<file path="src/rtl/rv32_de_pipeline_reg.sv">
// rv32_de_pipeline_reg: decode->execute pipeline register with stall, flush and illegal-instruction trap.
// Define RV32_DE_FPU_EN to carry rs3/rd3 and fp_reg_write for single-precision FP.
module rv32_de_pipeline_reg #(
   parameter int XLEN = 32
) (
   input  logic            clk_i,
   input  logic            rst_i,
   input  logic            d_valid_i,
   input  logic            d_valid_instr_i,
   input  logic [18:0]     d_ctrl_i,
   input  logic [XLEN-1:0] d_rd1_i,
   input  logic [XLEN-1:0] d_rd2_i,
   input  logic [XLEN-1:0] d_rd3_i,
   input  logic [XLEN-1:0] d_imm_i,
   input  logic [XLEN-1:0] d_pc_i,
   input  logic [XLEN-1:0] d_pc_plus4_i,
   input  logic [4:0]      d_rs1_i,
   input  logic [4:0]      d_rs2_i,
   input  logic [4:0]      d_rs3_i,
   input  logic [4:0]      d_rd_i,
   input  logic [2:0]      d_funct3_i,
   input  logic [6:0]      d_funct7_i,
   input  logic            stall_i,
   input  logic            flush_i,
   output logic            e_valid_o,
   output logic [18:0]     e_ctrl_o,
   output logic [XLEN-1:0] e_rd1_o,
   output logic [XLEN-1:0] e_rd2_o,
   output logic [XLEN-1:0] e_rd3_o,
   output logic [XLEN-1:0] e_imm_o,
   output logic [XLEN-1:0] e_pc_o,
   output logic [XLEN-1:0] e_pc_plus4_o,
   output logic [4:0]      e_rs1_o,
   output logic [4:0]      e_rs2_o,
   output logic [4:0]      e_rs3_o,
   output logic [4:0]      e_rd_o,
   output logic [2:0]      e_funct3_o,
   output logic [6:0]      e_funct7_o,
   output logic            illegal_instr_o,
   output logic [XLEN-1:0] illegal_pc_o
);
   typedef enum logic [1:0] {BUBBLE, ACTIVE, HELD} state_t;
   typedef struct packed {
      logic [XLEN-1:0] rd1;
      logic [XLEN-1:0] rd2;
      logic [XLEN-1:0] imm;
      logic [XLEN-1:0] pc;
      logic [XLEN-1:0] pc_plus4;
      logic [4:0]      rs1;
      logic [4:0]      rs2;
      logic [4:0]      rd;
      logic [2:0]      funct3;
      logic [6:0]      funct7;
   } data_t;

   state_t          state_q, state_d;
   data_t           data_q, data_d;
   logic [18:0]     ctrl_q, ctrl_d, ctrl_in;
   logic            illegal_q, illegal_d;
   logic [XLEN-1:0] illegal_pc_q, illegal_pc_d;
   logic            fpu_bad, load, legal, take, illegal;

   always_comb begin
`ifdef RV32_DE_FPU_EN
      fpu_bad = 1'b0;
      ctrl_in = d_ctrl_i;
`else
      // FP opcodes (alu_op 4..8 or fp_reg_write) have no datapath without the FPU
      fpu_bad = d_ctrl_i[17] || (d_ctrl_i[5:2] >= 4'd4 && d_ctrl_i[5:2] <= 4'd8);
      ctrl_in = {d_ctrl_i[18], 1'b0, d_ctrl_i[16:0]};
`endif
      load    = !flush_i && !stall_i;
      legal   = d_valid_i && d_valid_instr_i && !fpu_bad;
      take    = load && legal;
      illegal = load && d_valid_i && !legal;
   end

   always_ff @(posedge clk_i) begin
      if (rst_i) state_q <= BUBBLE;
      else       state_q <= state_d;
   end

   always_comb begin
      state_d = flush_i ? BUBBLE :
                stall_i ? (state_q == BUBBLE ? BUBBLE : HELD) :
                take    ? ACTIVE : BUBBLE;
   end

   always_comb begin
      e_valid_o = state_q != BUBBLE;
   end

   always_comb begin
      ctrl_d       = flush_i ? '0 : stall_i ? ctrl_q : take ? ctrl_in : '0;
      data_d       = take ? data_t'{d_rd1_i, d_rd2_i, d_imm_i, d_pc_i, d_pc_plus4_i,
                                    d_rs1_i, d_rs2_i, d_rd_i, d_funct3_i, d_funct7_i} : data_q;
      illegal_d    = illegal;
      illegal_pc_d = illegal ? d_pc_i : illegal_pc_q;
   end

   always_ff @(posedge clk_i) begin
      if (rst_i) begin
         ctrl_q       <= '0;
         data_q       <= '0;
         illegal_q    <= 1'b0;
         illegal_pc_q <= '0;
      end else begin
         ctrl_q       <= ctrl_d;
         data_q       <= data_d;
         illegal_q    <= illegal_d;
         illegal_pc_q <= illegal_pc_d;
      end
   end

`ifdef RV32_DE_FPU_EN
   logic [XLEN-1:0] rd3_q, rd3_d;
   logic [4:0]      rs3_q, rs3_d;

   always_comb begin
      rd3_d = take ? d_rd3_i : rd3_q;
      rs3_d = take ? d_rs3_i : rs3_q;
   end

   always_ff @(posedge clk_i) begin
      if (rst_i) begin
         rd3_q <= '0;
         rs3_q <= '0;
      end else begin
         rd3_q <= rd3_d;
         rs3_q <= rs3_d;
      end
   end

   assign e_rd3_o = rd3_q;
   assign e_rs3_o = rs3_q;
`else
   logic unused_fp;
   assign unused_fp = ^{d_rd3_i, d_rs3_i};
   assign e_rd3_o   = '0;
   assign e_rs3_o   = '0;
`endif

   assign e_ctrl_o        = ctrl_q;
   assign e_rd1_o         = data_q.rd1;
   assign e_rd2_o         = data_q.rd2;
   assign e_imm_o         = data_q.imm;
   assign e_pc_o          = data_q.pc;
   assign e_pc_plus4_o    = data_q.pc_plus4;
   assign e_rs1_o         = data_q.rs1;
   assign e_rs2_o         = data_q.rs2;
   assign e_rd_o          = data_q.rd;
   assign e_funct3_o      = data_q.funct3;
   assign e_funct7_o      = data_q.funct7;
   assign illegal_instr_o = illegal_q;
   assign illegal_pc_o    = illegal_pc_q;
endmodule

</file>
<file path="config.mk">
export PLATFORM = sky130hd
export DESIGN_NAME = rv32_de_pipeline_reg
export DESIGN_NICKNAME = d
export VERILOG_FILES = /design/src/rtl/rv32_de_pipeline_reg.sv
export SDC_FILE = /design/constraint.sdc
export NUM_CORES = 1
export LEC_CHECK = 0
export CAP_MARGIN = 40
export CORE_AREA = 2 2 205 207
export DETAILED_ROUTE_END_ITERATION = 12
export DIE_AREA = 0 0 207 209
export HOLD_SLACK_MARGIN = 0.05
export SYNTH_ARGS = -nofsm -noshare
export SYNTH_HDL_FRONTEND = slang
export SYNTH_SLANG_ARGS = --single-unit
</file>
<file path="constraint.sdc">
create_clock -name clk_i -period 3.4 [get_ports clk_i]
set_clock_uncertainty 0.2 [all_clocks]
set_input_delay 0.51 -clock clk_i [delete_from_list [all_inputs] [get_ports clk_i]]
set_output_delay 0.51 -clock clk_i [all_outputs]
set_load 0.03 [all_outputs]
</file>
==> impl_results.html <==
<table>
<tr><th>Metric</th><th>Value</th></tr>
<tr><th colspan="2">Outcome</th></tr>
<tr><td>Outcome</td><td>finished clean</td></tr>
<tr><th colspan="2">Floorplan</th></tr>
<tr><td>Core region area</td><td>approximately 0.041 mm^2</td></tr>
<tr><td>Starting Density</td><td>between 20% and 30%</td></tr>
<tr><td>Die outline area</td><td>approximately 0.043 mm^2</td></tr>
<tr><td>Die X-Extent</td><td>around 210 um</td></tr>
<tr><td>Placement row count</td><td>between 70 and 80</td></tr>
<tr><td>Number of ports placed on the die boundary</td><td>approximately 520</td></tr>
<tr><td>Height of the chip</td><td>209 um</td></tr>
<tr><th colspan="2">STA</th></tr>
<tr><td>Count of final hold-check violations</td><td>0</td></tr>
<tr><td>Clock period minus worst slack</td><td>~2.5 ns</td></tr>
<tr><td>Sum of negative setup slack</td><td>0 ns</td></tr>
<tr><td>Max-slew violation total from the final report</td><td>0</td></tr>
<tr><td>Unrepaired setup endpoints after global routing</td><td>false</td></tr>
<tr><td>Final setup fails</td><td>0</td></tr>
<tr><td>Max Fclk</td><td>a little over 400 MHz</td></tr>
<tr><td>Slew HR</td><td>a little over half</td></tr>
<tr><td>Share of the clock period used by the worst path</td><td>72.5%</td></tr>
<tr><td>Pin slew with the least headroom to its limit</td><td>about 0.68 ns</td></tr>
<tr><th colspan="2">Placement</th></tr>
<tr><td>Buffers on Ports</td><td>446</td></tr>
<tr><td>Global placer's final weighted congestion</td><td>0.771</td></tr>
<tr><td>HPWL after detailed placement</td><td>between 20000 and 25000 um</td></tr>
<tr><td>Total placed cells including tap cells</td><td>around 2000</td></tr>
<tr><td>Post-placement cell area</td><td>about 0.015 mm^2</td></tr>
<tr><th colspan="2">Clock tree</th></tr>
<tr><td>CTS root buf</td><td>sky130_fd_sc_hd__clkbuf_16</td></tr>
<tr><td>Clock tree from TritonCTS</td><td>done</td></tr>
<tr><td>H-tree levels</td><td>1</td></tr>
<tr><td>Setup Buffers After CTS</td><td>0</td></tr>
<tr><td>Count of instances resized after the clock tree is built</td><td>0</td></tr>
<tr><td>Clock slew at the register clock pins of the worst setup and hold paths</td><td>roughly 0.050 ns</td></tr>
<tr><td>Clk Latency, worst-skew pair</td><td>around 0.54 ns</td></tr>
<tr><td>Number of buffers created by CTS</td><td>29</td></tr>
<tr><td>Num Clock Sinks</td><td>approximately 240</td></tr>
<tr><td>Maximum clock path buffer count</td><td>3</td></tr>
<tr><td>Hold buffers post-CTS</td><td>0</td></tr>
<tr><th colspan="2">Worst hold path</th></tr>
<tr><td>Hold endpoint</td><td>state_q[0]</td></tr>
<tr><td>Min-Delay Path Depth</td><td>2</td></tr>
<tr><td>Type of the most critical hold path</td><td>in2reg</td></tr>
<tr><td>Worst hold path startpoint</td><td>rst_i</td></tr>
<tr><th colspan="2">Drt</th></tr>
<tr><td>Number of design-rule violations left by the first detailed-router iteration</td><td>between 300 and 400</td></tr>
<tr><td>Post-detailed-routing wire length</td><td>roughly 30000 um</td></tr>
<tr><td>Total iterations of the first detailed-routing run</td><td>6</td></tr>
<tr><td>Number of routed nets with antenna violations</td><td>0</td></tr>
<tr><td>Wire length per cell after detailed routing</td><td>~15 um</td></tr>
<tr><td>Final routed DRC violation total</td><td>0</td></tr>
<tr><td>Vias</td><td>a little over 8000</td></tr>
<tr><td>Ratio of routed vias to standard cells</td><td>4.09</td></tr>
<tr><th colspan="2">Logic synthesis</th></tr>
<tr><td>Mean instance size in the synthesized netlist</td><td>about 10 um^2</td></tr>
<tr><td>Area fraction in and, or, nand and nor cells after synthesis</td><td>around a quarter</td></tr>
<tr><td>Unique cell type count in the Yosys netlist</td><td>23</td></tr>
<tr><td>Post-Synthesis Cells</td><td>1040</td></tr>
<tr><td>Portion of netlist area occupied by mux cells</td><td>between 20% and 30%</td></tr>
<tr><td>Synth area leaders</td><td>sky130_fd_sc_hd__dfxtp_1 (45%), sky130_fd_sc_hd__nand2b_1 (24%), sky130_fd_sc_hd__mux2i_1 (21%)</td></tr>
<tr><td>Most numerous cell in the Yosys netlist</td><td>sky130_fd_sc_hd__nand2b_1</td></tr>
<tr><td>Main combinational cell family by area after synthesis</td><td>simple AND/OR/NAND/NOR gates</td></tr>
<tr><td>Proportion of synthesized flip-flops having asynchronous set or reset</td><td>0%</td></tr>
<tr><td>Xor-xnor portion of the synthesized cell area</td><td>0%</td></tr>
<tr><td>Proportion of netlist area held by the largest area contributor</td><td>a little under half</td></tr>
<tr><td>Most instantiated cells after synthesis</td><td>sky130_fd_sc_hd__nand2b_1 (403), sky130_fd_sc_hd__dfxtp_1 (238), sky130_fd_sc_hd__mux2i_1 (217), sky130_fd_sc_hd__clkbuf_1 (51), sky130_fd_sc_hd__buf_4 (38)</td></tr>
<tr><td>Post-synthesis share of cell area spent on full adders, half adders and majority gates</td><td>0%</td></tr>
<tr><td>Part of the Yosys area used for sequential elements</td><td>a little under half</td></tr>
<tr><td>Leading area contributor after synthesis</td><td>sky130_fd_sc_hd__dfxtp_1</td></tr>
<tr><td>Cell Area, Synth</td><td>between 0.01 and 0.015 mm^2</td></tr>
<tr><td>Seq cells post-synth</td><td>roughly 240</td></tr>
<tr><td>Area fraction in compound gates after synthesis</td><td>0.964%</td></tr>
<tr><td>Dominant synthesized flop cell</td><td>sky130_fd_sc_hd__dfxtp_1</td></tr>
<tr><td>Number of enable flip-flop cells after synthesis</td><td>0</td></tr>
<tr><td>Yosys warns</td><td>0</td></tr>
<tr><th colspan="2">Global routing</th></tr>
<tr><td>Total Routing Usage GR</td><td>between 10% and 20%</td></tr>
<tr><td>First-pass GRT wire length</td><td>47000 um</td></tr>
<tr><td>Number of antenna violations at the first check in global routing</td><td>0</td></tr>
<tr><td>Gr ovfl total</td><td>0</td></tr>
<tr><td>Maximum number of pins on one net before global-route repair</td><td>~150</td></tr>
<tr><td>Number of global-route vias before repair</td><td>8300</td></tr>
<tr><th colspan="2">Critical path</th></tr>
<tr><td>Worst setup SP type</td><td>flop</td></tr>
<tr><td>Worst reg-to-reg setup slack</td><td>2.36 ns</td></tr>
<tr><td>Critical Path RT</td><td>between 2 and 3 ns</td></tr>
<tr><td>Kind of capture point of the worst setup path</td><td>output port</td></tr>
<tr><td>FF-to-FF Start</td><td>state_q[1]</td></tr>
<tr><td>Critical path class</td><td>reg2out</td></tr>
<tr><td>Critical register-to-register path endpoint</td><td>state_q[1]</td></tr>
<tr><td>Worst reg-to-reg path cell count</td><td>2</td></tr>
<tr><td>CP max FO</td><td>2</td></tr>
<tr><td>Critical Path AT</td><td>1.75 ns</td></tr>
<tr><th colspan="2">Pwr</th></tr>
<tr><td>Maximum VDD drop</td><td>between 0.0003 and 0.0004 V</td></tr>
<tr><td>Total power draw</td><td>just under 7 mW</td></tr>
<tr><td>Standby leakage power</td><td>between 5 and 6 nW</td></tr>
<tr><td>Power density over the cells</td><td>between 400 and 500 mW/mm^2</td></tr>
<tr><th colspan="2">Layout</th></tr>
<tr><td>Net count of the finished layout</td><td>1701</td></tr>
<tr><td>Antenna cell count</td><td>0</td></tr>
<tr><td>Final cell count without fillers</td><td>2009</td></tr>
<tr><td>Layout cells sized above 1</td><td>approximately 4.5%</td></tr>
<tr><td>Filler instances</td><td>around 4000</td></tr>
<tr><td>Area of all placed cells without fillers</td><td>between 0.015 and 0.02 mm^2</td></tr>
<tr><td>Register cell area after layout</td><td>between 0.004 and 0.005 mm^2</td></tr>
<tr><td>Multi-input combinational cell area</td><td>0.00519 mm^2</td></tr>
<tr><td>Synthesis-to-finish area growth</td><td>54.6%</td></tr>
<tr><th colspan="2">Job</th></tr>
<tr><td>MaxCap Viol Count</td><td>0</td></tr>
</table>
-- placed cells by master, fill, tap and decap left out, drive strengths merged --
cell type / n
clkdlybuf4s50: 445
nand2b: 403
dfxtp: 238
mux2i: 217
conb: 38
clkbuf: 38
nand2: 18
nand3: 17
o21ai: 17
buf: 15
bufinv: 5
clkinv: 4
nor2: 3
nand4: 2
or2: 1
nor3b: 1
or4b: 1
nor2b: 1
and4: 1
or3b: 1
a31o: 1
nor4bb: 1
a21boi: 1
and3: 1
-- per-stage QoR --
step                      hold slack [ns]  worst slack, ns  utilization [%]
after floorplan                     0.396             1.32                -
after global placement              0.257            0.536             37.0
after detailed placement            0.259            0.483             37.0
after CTS                           0.219            0.893             39.4
after global routing                0.258            0.886             39.4
final                               0.232            0.936             39.4
-- kinds of logic after synthesis --
family | after synthesis
AO/OA/AOI/OAI | 19
buffers and inverters | 114
other | 1
flip-flops | 238
multiplexers | 217
AND/OR/NAND/NOR | 451
-- per-layer routing --
layer	vias up	GRT usage [%]	wire, um
li1	4118	-	-
met2	288	23.2	14500
met3	51	4.45	2420
met1	3759	15.4	12400
met4	0	4.46	851
met5	-	0	0
-- state kept, by name, indices dropped and copies added, names as in the netlist, 7 cells and up --
signal and count:
e_pc_plus4_o 32, e_rd2_o 32, e_rd1_o 32, e_imm_o 32, illegal_pc_o 32, e_pc_o 32, e_funct7_o 7, e_ctrl_o 18
-- worst max-delay path, stage by stage (launching register included) --
cell                              delay, ns
sky130_fd_sc_hd__dfxtp_1               0.29
sky130_fd_sc_hd__or2_2                 0.29
sky130_fd_sc_hd__clkdlybuf4s50_1       0.63
-- worst max-delay path by stage --
stage | from | end | slack [ns] | cells after the start
2_1_floorplan | d_ctrl_i[4] | e_imm_o[0] | 1.32 | 6
4_1_cts | state_q[1] | e_valid_o | 0.89 | 2
5_1_grt | state_q[1] | e_valid_o | 0.89 | 2
3_3_place_gp | d_valid_instr_i | e_rd_o[0] | 0.54 | 5
6_report | state_q[1] | e_valid_o | 0.94 | 2
3_5_place_dp | d_valid_instr_i | e_pc_plus4_o[1] | 0.48 | 5
-- final cells by class --
type / instances / area share (%)
Clock buffer: 38 / 5.10
Clock inverter: 9 / 1.05
Multi-Input combinational cell: 725 / 31.9
Sequential cell: 238 / 29.3
Tap cell: 539 / 4.15
Timing Repair Buffer: 460 / 28.5
-- power breakdown --
| group | internal, mW | switching, mW | total (mW) | leakage, nW |
|---|---|---|---|---|
| combinational | 0.407 | 0.322 | 0.729 | 3.33 |
| clock | 2.06 | 1.19 | 3.26 | 0.496 |
| sequential | 2.83 | 0.0184 | 2.84 | 1.92 |
Note: power is estimated with default switching activity, not from simulation.
